File: src/rtl/divu_seq_unit_if.sv
// Bus between ALU control / HiLo stage and the sequential unsigned divider.
// Carries function code, operands, status, results and the FSM debug state.
interface divu_seq_unit_if #(
  parameter int WIDTH = 32
);
  // Start: Signal==FUNCT_DIVU sampled in IDLE launches one op (operands sampled
  // on that edge). Completion: done is high for exactly one cycle and HiOut/LoOut/
  // div_zero are valid from that cycle until the next start. No backpressure.
  logic [5:0]       Signal;
  logic [WIDTH-1:0] dataA;
  logic [WIDTH-1:0] dataB;
  logic             busy;
  logic             done;
  logic             div_zero;
  logic [WIDTH-1:0] HiOut;
  logic [WIDTH-1:0] LoOut;
  logic [1:0]       dbg_state;

  modport master (
    output Signal, dataA, dataB,
    input  busy, done, div_zero, HiOut, LoOut, dbg_state
  );

  modport slave (
    input  Signal, dataA, dataB,
    output busy, done, div_zero, HiOut, LoOut, dbg_state
  );
endinterface

File: src/rtl/divu_seq_unit.sv
// Sequential restoring unsigned divider: one quotient bit per clock, HI=remainder, LO=quotient.
// Optional macro DIVU_DBZ_FAST_EN: a zero divisor skips the iterations and completes next edge.
module divu_seq_unit #(
  parameter int         WIDTH      = 32,
  parameter logic [5:0] FUNCT_DIVU = 6'b011011
) (
  input  logic            clk,
  input  logic            rst,
  divu_seq_unit_if.slave  bus
);
  localparam int CNT_W = $clog2(WIDTH) + 1;

  localparam logic [1:0] S_IDLE = 2'd0;
  localparam logic [1:0] S_RUN  = 2'd1;
  localparam logic [1:0] S_DONE = 2'd2;
  localparam logic [1:0] S_HOLD = 2'd3;

  logic [1:0]       r_state;
  logic [CNT_W-1:0] r_cnt;
  logic [WIDTH-1:0] r_rem;
  logic [WIDTH-1:0] r_dvd;
  logic [WIDTH-1:0] r_dvs;
  logic             r_div_zero;
  logic [WIDTH-1:0] r_hi;
  logic [WIDTH-1:0] r_lo;

  logic             w_start;
  logic [WIDTH:0]   w_rem_sh;
  logic             w_ge;
  logic [WIDTH-1:0] w_rem_next;
  logic [WIDTH-1:0] w_dvd_next;
  logic             w_last;

  assign w_start    = (bus.Signal == FUNCT_DIVU);
  // Partial remainder is always below the divisor, so the subtraction fits in WIDTH bits.
  assign w_rem_sh   = {r_rem, r_dvd[WIDTH-1]};
  assign w_ge       = (w_rem_sh >= {1'b0, r_dvs});
  assign w_rem_next = w_rem_sh[WIDTH-1:0] - (w_ge ? r_dvs : '0);
  assign w_dvd_next = {r_dvd[WIDTH-2:0], w_ge};
  assign w_last     = (r_cnt == CNT_W'(WIDTH - 1));

  always_ff @(posedge clk) begin
    if (rst) begin
      r_state    <= S_IDLE;
      r_cnt      <= '0;
      r_rem      <= '0;
      r_dvd      <= '0;
      r_dvs      <= '0;
      r_div_zero <= 1'b0;
      r_hi       <= '0;
      r_lo       <= '0;
    end else begin
      case (r_state)
        S_IDLE: begin
          if (w_start) begin
            r_dvd      <= bus.dataA;
            r_dvs      <= bus.dataB;
            r_rem      <= '0;
            r_cnt      <= '0;
            r_div_zero <= (bus.dataB == '0);
            r_state    <= S_RUN;
          end
        end
        S_RUN: begin
`ifdef DIVU_DBZ_FAST_EN
          if (r_div_zero) begin
            r_hi    <= r_dvd;
            r_lo    <= '1;
            r_state <= S_DONE;
          end else begin
            r_rem <= w_rem_next;
            r_dvd <= w_dvd_next;
            r_cnt <= r_cnt + 1'b1;
            if (w_last) begin
              r_hi    <= w_rem_next;
              r_lo    <= w_dvd_next;
              r_state <= S_DONE;
            end
          end
`else
          r_rem <= w_rem_next;
          r_dvd <= w_dvd_next;
          r_cnt <= r_cnt + 1'b1;
          if (w_last) begin
            r_hi    <= w_rem_next;
            r_lo    <= w_dvd_next;
            r_state <= S_DONE;
          end
`endif
        end
        S_DONE: r_state <= S_HOLD;
        // A DIVU code held by control must not launch a second op.
        S_HOLD: if (!w_start) r_state <= S_IDLE;
        default: r_state <= S_IDLE;
      endcase
    end
  end

  assign bus.busy      = (r_state == S_RUN);
  assign bus.done      = (r_state == S_DONE);
  assign bus.div_zero  = r_div_zero;
  assign bus.HiOut     = r_hi;
  assign bus.LoOut     = r_lo;
  assign bus.dbg_state = r_state;
endmodule

File: src/flat_wrapper.sv
// flat-port wrapper written by rule: the top's interface ports become plain ports
module divu_seq_unit_flat 
#(
  parameter int         WIDTH      = 32,
  parameter logic [5:0] FUNCT_DIVU = 6'b011011
)
  (clk, rst, bus_Signal, bus_dataA, bus_dataB, bus_busy, bus_done, bus_div_zero, bus_HiOut, bus_LoOut, bus_dbg_state);
  divu_seq_unit_if #(.WIDTH(WIDTH)) bus_i ();
  input  logic clk;
  input  logic rst;
  input wire logic [$bits(bus_i.Signal)-1:0] bus_Signal;
  input wire logic [$bits(bus_i.dataA)-1:0] bus_dataA;
  input wire logic [$bits(bus_i.dataB)-1:0] bus_dataB;
  output wire logic [$bits(bus_i.busy)-1:0] bus_busy;
  output wire logic [$bits(bus_i.done)-1:0] bus_done;
  output wire logic [$bits(bus_i.div_zero)-1:0] bus_div_zero;
  output wire logic [$bits(bus_i.HiOut)-1:0] bus_HiOut;
  output wire logic [$bits(bus_i.LoOut)-1:0] bus_LoOut;
  output wire logic [$bits(bus_i.dbg_state)-1:0] bus_dbg_state;
  assign bus_i.Signal = bus_Signal;
  assign bus_i.dataA = bus_dataA;
  assign bus_i.dataB = bus_dataB;
  assign bus_busy = bus_i.busy;
  assign bus_done = bus_i.done;
  assign bus_div_zero = bus_i.div_zero;
  assign bus_HiOut = bus_i.HiOut;
  assign bus_LoOut = bus_i.LoOut;
  assign bus_dbg_state = bus_i.dbg_state;
  divu_seq_unit #(.WIDTH(WIDTH), .FUNCT_DIVU(FUNCT_DIVU)) u_core (.clk(clk), .rst(rst), .bus(bus_i));
endmodule
File: config.mk
export PLATFORM = sky130hd
export DESIGN_NAME = divu_seq_unit_flat
export DESIGN_NICKNAME = d
export VERILOG_FILES = /design/src/rtl/divu_seq_unit_if.sv /design/src/rtl/divu_seq_unit.sv /design/src/flat_wrapper.sv
export SDC_FILE = /design/constraint.sdc
export NUM_CORES = 1
export LEC_CHECK = 0
export ABC_CLOCK_PERIOD_IN_PS = 10900
export BUFFER_PORTS_ARGS = -buffer_cell sky130_fd_sc_hd__buf_4
export CORE_MARGIN = 2
export CORE_UTILIZATION = 35
export DETAILED_ROUTE_END_ITERATION = 10
export PLACE_DENSITY = 0.64
export SETUP_SLACK_MARGIN = 0.2
export SLEW_MARGIN = 20
export SYNTH_ARGS = -nofsm -noshare
export SYNTH_HDL_FRONTEND = slang
export SYNTH_SLANG_ARGS = --single-unit
File: constraint.sdc
create_clock -name clk -period 10.9 [get_ports clk]
set_input_delay 1.635 -clock clk [delete_from_list [all_inputs] [get_ports clk]]
set_output_delay 1.635 -clock clk [all_outputs]
set_load 0.05 [all_outputs]
# Word-level counts from Yosys, hierarchy flattened
# Index checks and enable logic that the tools add are counted.
[classes]
eq_ne = 8
add_sub_neg = 2
magnitude_cmp = 1
reduce_logical = 7
mux = 11
[ops]
columns = ["cell", "n"]
rows = [
  ["$pmux 32 s2", 2],
  ["$mux 32", 3],
  ["$ge 33x32->1", 1],
  ["$logic_not 32->1", 1],
  ["$sub 32x32->32", 1],
  ["$eq 6x5->1 const B", 2],
  ["$pmux 6 s2", 1],
  ["$pmux 2 s4", 1],
  ["$add 6x1->6 const B", 1],
  ["$mux 2", 3],
  ["$mux 6", 1],
  ["$reduce_and 2->1", 3],
  ["$eq 2x2->1 const B", 2],
  ["$ne 2x1->1 const B", 2],
  ["$reduce_and 3->1", 1],
  ["$eq 2x1->1 const B", 1],
  ["$logic_not 2->1", 1],
  ["$ne 2x2->1 const B", 1],
  ["$reduce_bool 2->1", 1],
]
[word_totals]
wordCells = 37
register_bits = 169
output_inout_bits = 69
inputBits = 72

# Logic depth before layout (Yosys ltp)
[logic_depth]
ltp_word = 4
depth_mapped = 22
ltp_nobuf = 21

# Worst setup path after synthesis
# OpenSTA, ideal clock, no wires.
[synth_path]
kind = "register to register"
startpoint = "reg u_core.r_dvs[10]"
endpoint = "reg u_core.r_rem[31]"
n_path_buf = 1
path_stages_with_launch = 21
t_arrival_ps = 4417
path_slack_ps = 6366
period_less_slack_ps = 4534
required_time_ps = 10783
setup_time_ps = 117
cell_sequence = "dfxtp_1 > inv_1 > ha_1 > a21o_1 > a21oi_1 > o211ai_1 > o311a_1 > o221a_2 > a21o_1 > a21o_1 > buf_1 > nand2_1 > ha_1 > a21o_1 > o21a_1 > o31a_1 > o31ai_4 > o221ai_2 > o41ai_2 > xor3_1 > a22o_1"
[synth_between]
elab_chain_len = 4
[synth_rtl]
columns = ["element", "line_no", "source"]
rows = [
  ["start, declared", "divu_seq_unit.sv:22", "logic [WIDTH-1:0] r_dvs;"],
  ["start signal, assigned", "divu_seq_unit.sv:57", "r_dvs <= bus.dataB;"],
  ["$ge 33x32->1", "divu_seq_unit.sv:37", "assign w_ge = (w_rem_sh >= {1'b0, r_dvs});"],
  ["$mux 32 (*)", "divu_seq_unit.sv:38", "assign w_rem_next = w_rem_sh[WIDTH-1:0] - (w_ge ? r_dvs : '0);"],
  ["$sub 32x32->32 (*)", "divu_seq_unit.sv:38", ""],
  ["$pmux 32 s2 (*)", "divu_seq_unit.sv:53", "case (r_state)"],
  ["end signal, assigned", "divu_seq_unit.sv:81", "r_rem <= w_rem_next;"],
  ["end, declared", "divu_seq_unit.sv:20", "logic [WIDTH-1:0] r_rem;"],
]
# Every way passes the cells marked *; elsewhere a longest branch is shown, timed or not.
# A chain may end at the register's enable or synchronous reset.

# Final worst setup path
[layout_path]
startpoint = "reg u_core.r_dvs[10]"
endpoint = "reg u_core.r_hi[20] (netlist: u_core.bus.HiOut[20])"
[layout_between]
elab_chain_len = 3
[layout_rtl]
columns = ["element", "line_no", "source"]
rows = [
  ["$ge 33x32->1", "divu_seq_unit.sv:37", ""],
  ["$mux 32 (*)", "divu_seq_unit.sv:38", ""],
  ["$sub 32x32->32 (*)", "divu_seq_unit.sv:38", ""],
  ["end signal, assigned", "divu_seq_unit.sv:85", "r_hi <= w_rem_next;"],
  ["end, declared", "divu_seq_unit.sv:24", "logic [WIDTH-1:0] r_hi;"],
]
# Marks and branches as above.

==> metrics.txt <==
Die Ht=162 µm; Power Density=144 mW/mm²; clock buffer depth=2; Max Slew Vio Count=0; fin crit share=0.469; Fill cells=2453; worst path required time=11.28 ns; post-synth top area share=0.389; Pre-antenna DRT Iters=6; CTS tree=done; Clock transition at path regs=0.08 ns; CTS buffer count=17; CORE AREA=0.0243 mm²; Final HPWL DP=17100 µm; final setup fails=0; grt total ovfl=0; synthesized area=0.00869 mm²; Hold Buf Count CTS=0; Synth top cells by count=260 x nand2_1, 169 x dfxtp_1, 156 x a21oi_1, 69 x ha_1, 53 x clkbuf_1; # DRC=0; Reg2Reg Setup Slack=5.79 ns; Post-synth EDFFs=0; Critical Path End Type=flop; count of unique library cells instantiated by Yosys=63; Final Hold Vio Count=0; clk_lat worst skew=0.45 ns; Cells after Synth=1090; CP Class=flop to flop; Post-Synthesis Net Count=1232; Rel. slew slack=0.311; Total Neg Setup Slack=0 ns; 1st-iter DRT viols=554; Post-Route WL=24600 µm; fmax=196 MHz; worst slew pin tran=1.03 ns; fin crit period=5.11 ns; DR vias=8058; post-cts resize count=0; leak pwr=4.17 nW; chip width=162 µm; Synth async-reset ratio=0; antenna violations before repair=0; Syn. warnings=0; R2R cell count=22; layout cells sized above 1=0.163; reg2reg start=u_core.r_dvs[10]; Hold Path End=u_core.bus.HiOut[18]; main flop type after synthesis=dfxtp_1; RSZ-0062 raised after global routing=false; gpl congestion=0.878; Seq/Total Area, Yosys=0.389; first-pass GRT wire length=39600 µm; HP Start=u_core.bus.HiOut[18]; vias in the first global route=7641; Initial Utilization=0.357; most frequent cell after synthesis=nand2_1; Clock Tree Root=clkbuf_16; vias per cell=5.25; Detail Route Antenna Nets=0; Yosys top cell by area=dfxtp_1; Core Rows=57; clk_skew=0.0150 ns; total of max-cap violations=0; run status=complete, no violations; number of I/O pins=141; H-tree levels=4; clk sinks=169; VDD IR max=0.0972 mV; fin util=0.437; Layout Nets=1341; die area=0.0261 mm²; Critical Path Source Type=flop; Worst Path Max Fanout=30; Layout area overhead=22.3%; largest net degree at the start of global routing=93; Final Total Pwr=1.53 mW; worst path arrival time=5.50 ns; wire per inst=16.0 µm; post-CTS setup buffers=0; syn avg cell area=7.97 µm²; GR Util All Layers=0.188; PortBufs=140; Reg-to-Reg End=u_core.bus.HiOut[20]; ant diodes=0; flops & latches, synth=169; hold path depth=2; hold crit path type=flop to flop; top cells by area, synth=dfxtp_1 39%, nand2_1 11%, ha_1 9.9%
## metal layers
metal	global-route usage	up-vias	part of all wire
met3	0.0408	34	0.054
met4	0.0588	0	0.022
met2	0.298	197	0.45
met5	0	-	0
li1	-	4040	-
met1	0.256	3787	0.48
## layout make-up
type | count | area, µm² | area share
clock buffers | 17 | 425 | 0.0401
clock inverters | 15 | 199 | 0.0187
inverters | 45 | 169 | 0.0159
multi-input cells | 817 | 4920 | 0.463
flip-flops and latches | 169 | 3380 | 0.319
well taps | 324 | 405 | 0.0382
repair buffers | 149 | 1120 | 0.105
## worst max-delay path: stages (launching register included)
cell	delay (ns)
dfxtp_1	0.35
inv_1	0.05
ha_1	0.30
a21o_1	0.16
a21oi_1	0.19
o211ai_1	0.12
o311a_1	0.32
o221a_2	0.27
a21o_1	0.15
a21o_1	0.21
buf_4	0.25
and2_1	0.20
ha_1	0.20
fa_1	0.41
nor2b_1	0.19
o31ai_2	0.11
nand3_1	0.12
a21oi_2	0.11
o21a_1	0.19
o31ai_1	0.34
a31oi_1	0.22
or4_1	0.50
nand3_1	0.09
## cells by family (layout without fill, tap and decap cells)
family | after synthesis | in the layout | synth area share
and+or+nand+nor | 402 | 402 | 0.199
AOI/OAI and AO/OA | 315 | 315 | 0.232
DFF | 169 | 169 | 0.389
buffers and inverters | 104 | 226 | 0.0458
adders and majority gates | 70 | 70 | 0.102
xor gates and xnor gates | 28 | 28 | 0.0300
muxes | 2 | 2 | 0.00230
## layout by cell type, fill, tap and decap left out, drive strengths merged, types with 3 or more instances in the layout
cell	count
nor3	16
nand4	11
or3	3
nor3b	4
xnor2	14
o21ai	19
a22oi	45
dfxtp	169
o21a	8
nor2	51
a211oi	10
nor4	8
o31ai	6
nand2b	6
a21oi	158
a22o	14
a31oi	5
nor2b	3
buf	149
a21o	21
clkinv	9
nand3	14
and3	6
o211ai	5
ha	69
inv	51
nand2	260
clkbuf	17
xor2	13
and2	8
## state kept, by name, indices dropped and copies added, names as in the netlist
register / count
u_core.r_rem: 32
u_core.bus.LoOut: 32
u_core.r_cnt: 6
u_core.bus.HiOut: 32
u_core.bus.dbg_state: 2
u_core.bus.div_zero: 1
u_core.r_dvd: 32
u_core.r_dvs: 32
## report_power, final
group          switching [mW]  internal [mW]
Clock                   0.313          0.315
Combinational           0.167         0.0982
Sequential            0.00768          0.625
## metrics by stage
stage / instances / hold WS (ns) / area (µm²) / setup slack (ns)
after global routing: 1536 / 0.473 / 10600 / 5.50
after detailed placement: 1504 / 0.448 / 9990 / 5.81
after global placement: 1504 / 0.446 / 9990 / 5.99
final: 1536 / 0.456 / 10600 / 5.79
after CTS: 1536 / 0.458 / 10600 / 5.80
after floorplan: 1090 / 0.444 / 8690 / 6.37
## how the worst max path moves through the flow
stage / from / endpoint / slack [ns] / depth (start not counted)
4_1_cts: u_core.r_dvs[10] / u_core.bus.HiOut[20] / 5.80 / 22
2_1_floorplan: u_core.r_dvs[10] / u_core.r_rem[31] / 6.37 / 20
5_1_grt: u_core.r_dvs[10] / u_core.bus.HiOut[20] / 5.50 / 22
3_3_place_gp: u_core.r_dvs[10] / u_core.bus.HiOut[20] / 5.99 / 22
3_5_place_dp: u_core.r_dvs[10] / u_core.bus.HiOut[20] / 5.81 / 22
6_report: u_core.r_dvs[10] / u_core.bus.HiOut[20] / 5.79 / 22
Power figures use the tool's default switching activity.
